===== src/rtl/sap1_pkg.sv =====
// Shared constants and the control-word layout for the SAP-1 controller-sequencer.
package sap1_pkg;

    localparam int OPC_W   = 4;
    localparam int T_COUNT = 6;

    localparam logic [OPC_W-1:0] OP_LDA = 4'h0;
    localparam logic [OPC_W-1:0] OP_ADD = 4'h1;
    localparam logic [OPC_W-1:0] OP_SUB = 4'h2;
    localparam logic [OPC_W-1:0] OP_OUT = 4'hE;
    localparam logic [OPC_W-1:0] OP_HLT = 4'hF;

    // Bit positions of each T-state in the one-hot ring
    localparam int T1 = 0;
    localparam int T2 = 1;
    localparam int T3 = 2;
    localparam int T4 = 3;
    localparam int T5 = 4;
    localparam int T6 = 5;

    typedef struct packed {
        logic cp;
        logic ep;
        logic lm;
        logic ce;
        logic li;
        logic ei;
        logic la;
        logic ea;
        logic su;
        logic eu;
        logic lb;
        logic lo;
    } ctrl_word_t;

endpackage


===== src/rtl/sap1_ring_counter.sv =====
// One-hot T-state ring with a sticky halted flag and an early-restart input.
module sap1_ring_counter #(
    parameter int RING_W = 6
) (
    input  logic              clock,
    input  logic              reset,
    input  logic              halt_req,
    input  logic              restart,
    output logic [RING_W-1:0] t_state,
    output logic              halted
);

    logic [RING_W-1:0] ring_q, ring_d;
    logic              halted_q, halted_d;

    always_comb begin
        ring_d   = ring_q;
        halted_d = halted_q;
        // Once halted the ring stays frozen at the state where HLT was decoded
        if (!halted_q) begin
            if (halt_req) begin
                halted_d = 1'b1;
            end else if (restart) begin
                ring_d = {{(RING_W-1){1'b0}}, 1'b1};
            end else begin
                ring_d = {ring_q[RING_W-2:0], ring_q[RING_W-1]};
            end
        end
    end

    always_ff @(posedge clock or negedge reset) begin
        if (!reset) begin
            ring_q   <= {{(RING_W-1){1'b0}}, 1'b1};
            halted_q <= 1'b0;
        end else begin
            ring_q   <= ring_d;
            halted_q <= halted_d;
        end
    end

    assign t_state = ring_q;
    assign halted  = halted_q;

endmodule


===== src/rtl/sap1_controller.sv =====
// SAP-1 controller-sequencer: decodes T-state and opcode into the bus control word.
// Define SAP1_EARLY_END_EN to shorten machine cycles to the last useful T-state.
module sap1_controller
    import sap1_pkg::*;
#(
    parameter int OPCODE_W = 4,
    parameter int RING_W   = 6
) (
    input  logic                clock,
    input  logic                reset,
    input  logic [OPCODE_W-1:0] opcode,
    output logic [RING_W-1:0]   t_state,
    output logic                cp,
    output logic                ep,
    output logic                lm,
    output logic                ce,
    output logic                li,
    output logic                ei,
    output logic                la,
    output logic                ea,
    output logic                su,
    output logic                eu,
    output logic                lb,
    output logic                lo,
    output logic                halt
);

    ctrl_word_t cw;
    logic       halt_req;
    logic       restart;
    logic       halted;

    sap1_ring_counter #(
        .RING_W (RING_W)
    ) u_ring (
        .clock    (clock),
        .reset    (reset),
        .halt_req (halt_req),
        .restart  (restart),
        .t_state  (t_state),
        .halted   (halted)
    );

    always_comb begin
        cw       = '0;
        halt_req = 1'b0;
        restart  = 1'b0;

        if (t_state[T1]) begin
            cw.ep = 1'b1;
            cw.lm = 1'b1;
        end
        if (t_state[T2]) begin
            cw.cp = 1'b1;
        end
        if (t_state[T3]) begin
            cw.ce = 1'b1;
            cw.li = 1'b1;
        end
        if (t_state[T4]) begin
            case (opcode)
                OP_LDA, OP_ADD, OP_SUB: begin
                    cw.lm = 1'b1;
                    cw.ei = 1'b1;
                end
                OP_OUT: begin
                    cw.ea = 1'b1;
                    cw.lo = 1'b1;
                end
                OP_HLT:  halt_req = 1'b1;
                default: ;
            endcase
        end
        if (t_state[T5]) begin
            case (opcode)
                OP_LDA: begin
                    cw.ce = 1'b1;
                    cw.la = 1'b1;
                end
                OP_ADD, OP_SUB: begin
                    cw.ce = 1'b1;
                    cw.lb = 1'b1;
                end
                default: ;
            endcase
        end
        if (t_state[T6]) begin
            if (opcode == OP_ADD || opcode == OP_SUB) begin
                cw.la = 1'b1;
                cw.eu = 1'b1;
                cw.su = (opcode == OP_SUB);
            end
        end

`ifdef SAP1_EARLY_END_EN
        // OUT and NOPs finish at T4, LDA at T5; HLT is handled by the freeze
        if (t_state[T4] && opcode != OP_LDA && opcode != OP_ADD &&
            opcode != OP_SUB && opcode != OP_HLT) begin
            restart = 1'b1;
        end
        if (t_state[T5] && opcode == OP_LDA) begin
            restart = 1'b1;
        end
`endif

        if (!reset || halted) begin
            cw = '0;
        end
    end

    assign cp   = cw.cp;
    assign ep   = cw.ep;
    assign lm   = cw.lm;
    assign ce   = cw.ce;
    assign li   = cw.li;
    assign ei   = cw.ei;
    assign la   = cw.la;
    assign ea   = cw.ea;
    assign su   = cw.su;
    assign eu   = cw.eu;
    assign lb   = cw.lb;
    assign lo   = cw.lo;
    assign halt = reset && (halted || halt_req);

    bus_exclusive_a: assert property (@(posedge clock) disable iff (!reset)
        $onehot0({ep, ce, ei, ea, eu}));

endmodule


===== config.mk =====
export PLATFORM = sky130hd
export DESIGN_NAME = sap1_controller
export DESIGN_NICKNAME = d
export VERILOG_FILES = /design/src/rtl/sap1_pkg.sv /design/src/rtl/sap1_ring_counter.sv /design/src/rtl/sap1_controller.sv
export SDC_FILE = /design/constraint.sdc
export NUM_CORES = 1
export LEC_CHECK = 0
export CAP_MARGIN = 10
export CELL_PAD_IN_SITES_DETAIL_PLACEMENT = 1
export CELL_PAD_IN_SITES_GLOBAL_PLACEMENT = 1
export CORE_UTILIZATION = 28
export DETAILED_ROUTE_END_ITERATION = 8
export PLACE_DENSITY = 0.77
export SLEW_MARGIN = 30
export SYNTH_ARGS = -nofsm -noshare
export SYNTH_HDL_FRONTEND = slang
export SYNTH_SLANG_ARGS = --single-unit

===== constraint.sdc =====
create_clock -name clock -period 3.6 [get_ports clock]
set_input_delay 0.72 -clock clock [delete_from_list [all_inputs] [get_ports clock]]
set_output_delay 0.72 -clock clock [all_outputs]
set_load 0.1 [all_outputs]

==> impl_metrics.env, run 1 <==
export IMPL_netlist_instances=43
export IMPL_pre_cts_ws_ns=0.546
export IMPL_synth_top_area_frac=0.332
export IMPL_first_pass_iters=2
export IMPL_clk_pin_slew_ns=0.05
export IMPL_io_buffers=24
export IMPL_worst_slew_pin_slew_ns=0.965
export IMPL_synth_edf_count=0
export IMPL_cts_resized=0
export IMPL_fin_nets=78
export IMPL_placed_cell_area_um2=851
export IMPL_syn_cell_area_um2=452
export IMPL_max_freq_mhz=331
export IMPL_skew_ns=0.00158
export IMPL_clock_sinks=7
export IMPL_drive_above_1_share=0.423
export IMPL_hpwl_um=924
export IMPL_finalSetupTns_ns=0
export IMPL_die_area_mm2=0.00178
export IMPL_synthDistinctLibCells=26
export IMPL_grt_pass1_vias=434
export IMPL_drt_iter0_markers=2
export IMPL_synth_seq_area_share=0.391
export IMPL_grt_max_degree=10
export IMPL_layout_min_cycle_time_ns=3.02
export IMPL_ios=25
export IMPL_min_period_over_period=0.840
export IMPL_slew_limit_headroom=0.355
export IMPL_synth_area_per_cell_um2=10.5
export IMPL_hold_viol_final=0
export IMPL_yosys_most_used_dff="dfrtp_1"
export IMPL_cap_violations=0
export IMPL_async_flop_share=1.00
export IMPL_post_cts_repair_setup_buffers=0
export IMPL_remaining_drc_errors=0
export IMPL_h_tree_depth=1
export IMPL_min_delay_path_class="reg -> reg"
export IMPL_yosysMostFrequentCell="dfrtp_1"
export IMPL_rsz0062_at_grt="false"
export IMPL_drt_total_wl_um=1130
export IMPL_grt_pass1_wl_um=1960
export IMPL_postCtsHoldBufs=0
export IMPL_worst_ep_arrival_time_ns=2.30
export IMPL_grt_util_met3=0.0302
export IMPL_coreArea_mm2=0.00151
export IMPL_clock_latency_ns=0.25
export IMPL_cts_made_buffers=3
export IMPL_start_util=0.300
export IMPL_postSynthNetCount=49
export IMPL_grt_overflow=0
export IMPL_final_fill_count=154
export IMPL_critPathMaxFanout=5
export IMPL_tritoncts="done"
export IMPL_avgRoutedWirePerCell_um=13.0
export IMPL_die_w_um=42.2
export IMPL_run_status="complete, no violations"
export IMPL_grt_busiest_layer="met2"
export IMPL_synth_area_top_cells="dfrtp_1 33%, and2_1 6.9%, mux2_4 6.6%"
export IMPL_cts_root_buf="clkbuf_4"
export IMPL_cts_buffer_depth=2
export IMPL_seqCellArea_um2=176
export IMPL_multiInputGateArea_um2=260
export IMPL_end_kind="primary output"
export IMPL_yosys_area_top_type="dfrtp_1"
export IMPL_final_area_um2=877
export IMPL_gr_usage_met2=0.228
export IMPL_met1_usage=0.187
export IMPL_worstPathRequired_ns=2.88
export IMPL_num_antenna_cells=0
export IMPL_worst_slack_ns=0.577
export IMPL_critical_path_class="in -> out"
export IMPL_netlist_top_cells_count="6 x dfrtp_1, 5 x and2_1, 4 x inv_1"
export IMPL_vias=413
export IMPL_rows=14
export IMPL_fp_dieH_um=42.2
export IMPL_postRouteAntennaNets=0
export IMPL_gp_congestion=0.765
export IMPL_setup_viol=0
export IMPL_cp_start_kind="input port"
export IMPL_antenna_found_initial=0
export IMPL_ys_seq_elements=7
export IMPL_synth_warning_count=0
export IMPL_area_growth_pct=94.2
export IMPL_drv_slew=0
export IMPL_viasPerCell=4.75
export IMPL_grt_total_usage=0.148
## per-stage QoR
step	cells	hold slack [ns]	util
after floorplan	43	0.424	-
after global placement	83	0.545	0.565
after detailed placement	83	0.547	0.565
after CTS	87	0.566	0.582
after global routing	87	0.578	0.582
final	87	0.553	0.582
## final timing paths
path | startpoint | to | slack [ns] | cells after the start
setup / recovery | opcode[3] | lm | 0.58 | 5
hold / removal | u_ring.t_state[1]$_DFFE_PN0P_ | u_ring.t_state[1]$_DFFE_PN0P_ | 0.55 | 1
setup reg to reg | u_ring.halted$_DFF_PN0_ | u_ring.t_state[5]$_DFFE_PN0P_ | 2.37 | 3
hold reg to reg | u_ring.t_state[1]$_DFFE_PN0P_ | u_ring.t_state[1]$_DFFE_PN0P_ | 0.55 | 1
max in group asynchronous | reset | u_ring.t_state[0]$_DFFE_PN1P_ | 2.61 | 2
min in group asynchronous | reset | u_ring.t_state[4]$_DFFE_PN0P_ | 0.78 | 2
## cells by family (layout without fill, tap and decap cells)
logic type                count (synthesis)  after routing  synth area share
AOI/OAI and AO/OA                         6              6             0.141
buffers and inverters                     6             34            0.0582
xor gates and xnor gates                  1              1            0.0194
and+or+nand+nor                          18             18             0.252
muxes                                     5              5             0.139
DFF                                       7              7             0.391
## area by class of cell
cell class / instances / area share
multi-input cells: 30 / 0.297
inverters: 5 / 0.0214
flip-flops and latches: 7 / 0.201
repair buffers: 25 / 0.428
clock buffers: 4 / 0.0300
well taps: 16 / 0.0228
## state kept, by name (all words and copies together), names as in the netlist
| name | count |
|---|---|
| u_ring.t_state | 6 |
| u_ring.halted | 1 |
## per-layer routing
layer / up-vias / routed length, um / part of all wire
li1: 204 / - / -
met1: 190 / 533 / 0.47
met2: 19 / 532 / 0.47
met3: 0 / 67 / 0.059
met4: 0 / 0 / 0
met5: - / 0 / 0
## worst max-delay path: stages
cell and delay [ns]:
clkdlybuf4s50_1 0.52, nor4b_2 0.45, and3_1 0.29, or2_2 0.15, buf_12 0.17
## layout by cell type (no fill, tap or decap), drive strengths merged, types with 2 or more instances in the layout
cell type	n
inv	5
nand2	2
mux2	4
clkdlybuf4s50	10
buf	15
and2	6
nor2	2
clkbuf	4
dfrtp	6
o22ai	2
Power of run 1 is not shown: default switching activity piles up to over one toggle a cycle in this logic, so the estimate is an artifact.
==> run 2, diff against run 1 <==
Settings changed: CORE_UTILIZATION 28 to 26, PLACE_DENSITY 0.77 to 0.72.
Clock period 3.6 ns to 3 ns, I/O delays scaled along.
==> run 2 against run 1 <==
- die area is 7.3% higher
- worst setup slack got worse by 0.40 ns
- sequential share of layout area grew 0.12 points
- flip-flop and latch count is the same
- largest cell class unchanged
- highest routed layer is now met4
==> impl_metrics.env, run 2 (synthesis results as in run 1) <==
export IMPL_max_freq_mhz=354
export IMPL_tritoncts="done"
export IMPL_critPathMaxStageDelay_ns=0.51
export IMPL_critical_path_class="in -> out"
export IMPL_rows=14
export IMPL_grt_pass1_wl_um=1950
export IMPL_path_cells="clkdlybuf4s50_1 > nor4b_2 > and3_2 > or2_2 > buf_12"
export IMPL_reg2reg_depth=3
export IMPL_hold_viol_final=0
export IMPL_drive_above_1_share=0.549
export IMPL_clock_sinks=7
export IMPL_area_growth_pct=93.1
export IMPL_slew_limit_headroom=0.717
export IMPL_vias=429
export IMPL_viasPerCell=4.93
export IMPL_final_area_um2=872
export IMPL_drt_total_wl_um=1220
export IMPL_worst_slack_ns=0.176
export IMPL_die_w_um=43.7
export IMPL_first_pass_iters=3
export IMPL_remaining_drc_errors=0
export IMPL_antenna_found_initial=0
export IMPL_grt_total_usage=0.151
export IMPL_avgRoutedWirePerCell_um=14.0
export IMPL_cp_start_kind="input port"
export IMPL_cts_root_buf="clkbuf_4"
export IMPL_largest_reg_flops=6
export IMPL_ios=25
export IMPL_setup_viol=0
export IMPL_worst_ep_arrival_time_ns=2.22
export IMPL_drv_slew=0
export IMPL_coreArea_mm2=0.00156
export IMPL_pre_cts_ws_ns=0.178
export IMPL_cts_resized=0
export IMPL_die_area_mm2=0.00191
export IMPL_crit_start="opcode[3]"
export IMPL_layout_common_cells="13 x buf_12, 7 x buf_4, 6 x dfrtp_1, 5 x clkdlybuf4s50_1"
export IMPL_min_period_over_period=0.941
export IMPL_fin_nets=78
export IMPL_postCtsHoldBufs=0
export IMPL_finalSetupTns_ns=0
export IMPL_hpwl_um=956
export IMPL_fp_dieH_um=43.7
export IMPL_start_util=0.290
export IMPL_dpl_cell_count=83
export IMPL_worstPathRequired_ns=2.40
export IMPL_final_common_cell="buf_12"
export IMPL_grt_overflow=0
export IMPL_skew_ns=0.00169
export IMPL_cts_made_buffers=3
export IMPL_gp_congestion=0.732
export IMPL_cap_violations=0
export IMPL_postRouteAntennaNets=0
export IMPL_critPathMaxFanout=5
export IMPL_grt_pass1_vias=421
export IMPL_rsz0062_at_grt="false"
export IMPL_drt_iter0_markers=2
export IMPL_min_delay_path_class="in -> async"
export IMPL_end_kind="primary output"
export IMPL_r2r_start="u_ring.halted$_DFF_PN0_"
export IMPL_stdcell_count=87
export IMPL_io_buffers=24
export IMPL_clock_latency_ns=0.26
export IMPL_worst_slew_pin_slew_ns=0.423
export IMPL_grt_max_degree=8
export IMPL_slowest_stage="clkdlybuf4s50_1"
export IMPL_cts_buffer_depth=2
export IMPL_post_cts_repair_setup_buffers=0
export IMPL_h_tree_depth=1
export IMPL_num_antenna_cells=0
export IMPL_clk_pin_slew_ns=0.05
export IMPL_placed_cell_area_um2=846
export IMPL_layout_min_cycle_time_ns=2.82
export IMPL_run_status="complete, no violations"
run 2: changes by cell type in the layout (fill, tap and decap cells not counted), sizes merged:
cell / delta
clkdlybuf4s50: -5
buf: +5
run 2: final timing paths:
path,to,slack [ns]
hold reg to reg,u_ring.t_state[1]$_DFFE_PN0P_,0.55
max in group asynchronous,u_ring.t_state[0]$_DFFE_PN1P_,2.05
min in group clock,u_ring.t_state[1]$_DFFE_PN0P_,0.55
setup / recovery,lm,0.18
setup reg to reg,u_ring.t_state[5]$_DFFE_PN0P_,1.79
hold / removal,u_ring.t_state[3]$_DFFE_PN0P_,0.53
run 2: layout make-up:
class / instances / area [um^2]
clock buffer: 4 / 26.3
fill: 164 / 687
inverter: 5 / 18.8
multi-input combinational: 30 / 268
sequential: 7 / 176
tap: 16 / 20.0
timing repair buffer: 25 / 363
run 2: per-stage QoR:
stage / hold slack, ns / utilization
after floorplan: 0.304 / -
after global placement: 0.552 / 0.543
after detailed placement: 0.547 / 0.543
after CTS: 0.520 / 0.559
after global routing: 0.532 / 0.559
final: 0.533 / 0.559
run 2: critical path: cells and delay by family:
kind / cells / cell delay, ns
AND/OR/NAND/NOR: 3 / 0.94
buffers and inverters: 2 / 0.68
run 2: metal layers:
layer / up-vias / track usage / part of all wire
met1: 205 / 0.176 / 0.44
met4: 0 / 0.113 / 0.027
li1: 203 / - / -
met3: 2 / 0.0667 / 0.081
met2: 19 / 0.215 / 0.45
met5: - / 0 / 0
Power of run 2 is left out for the same reason.
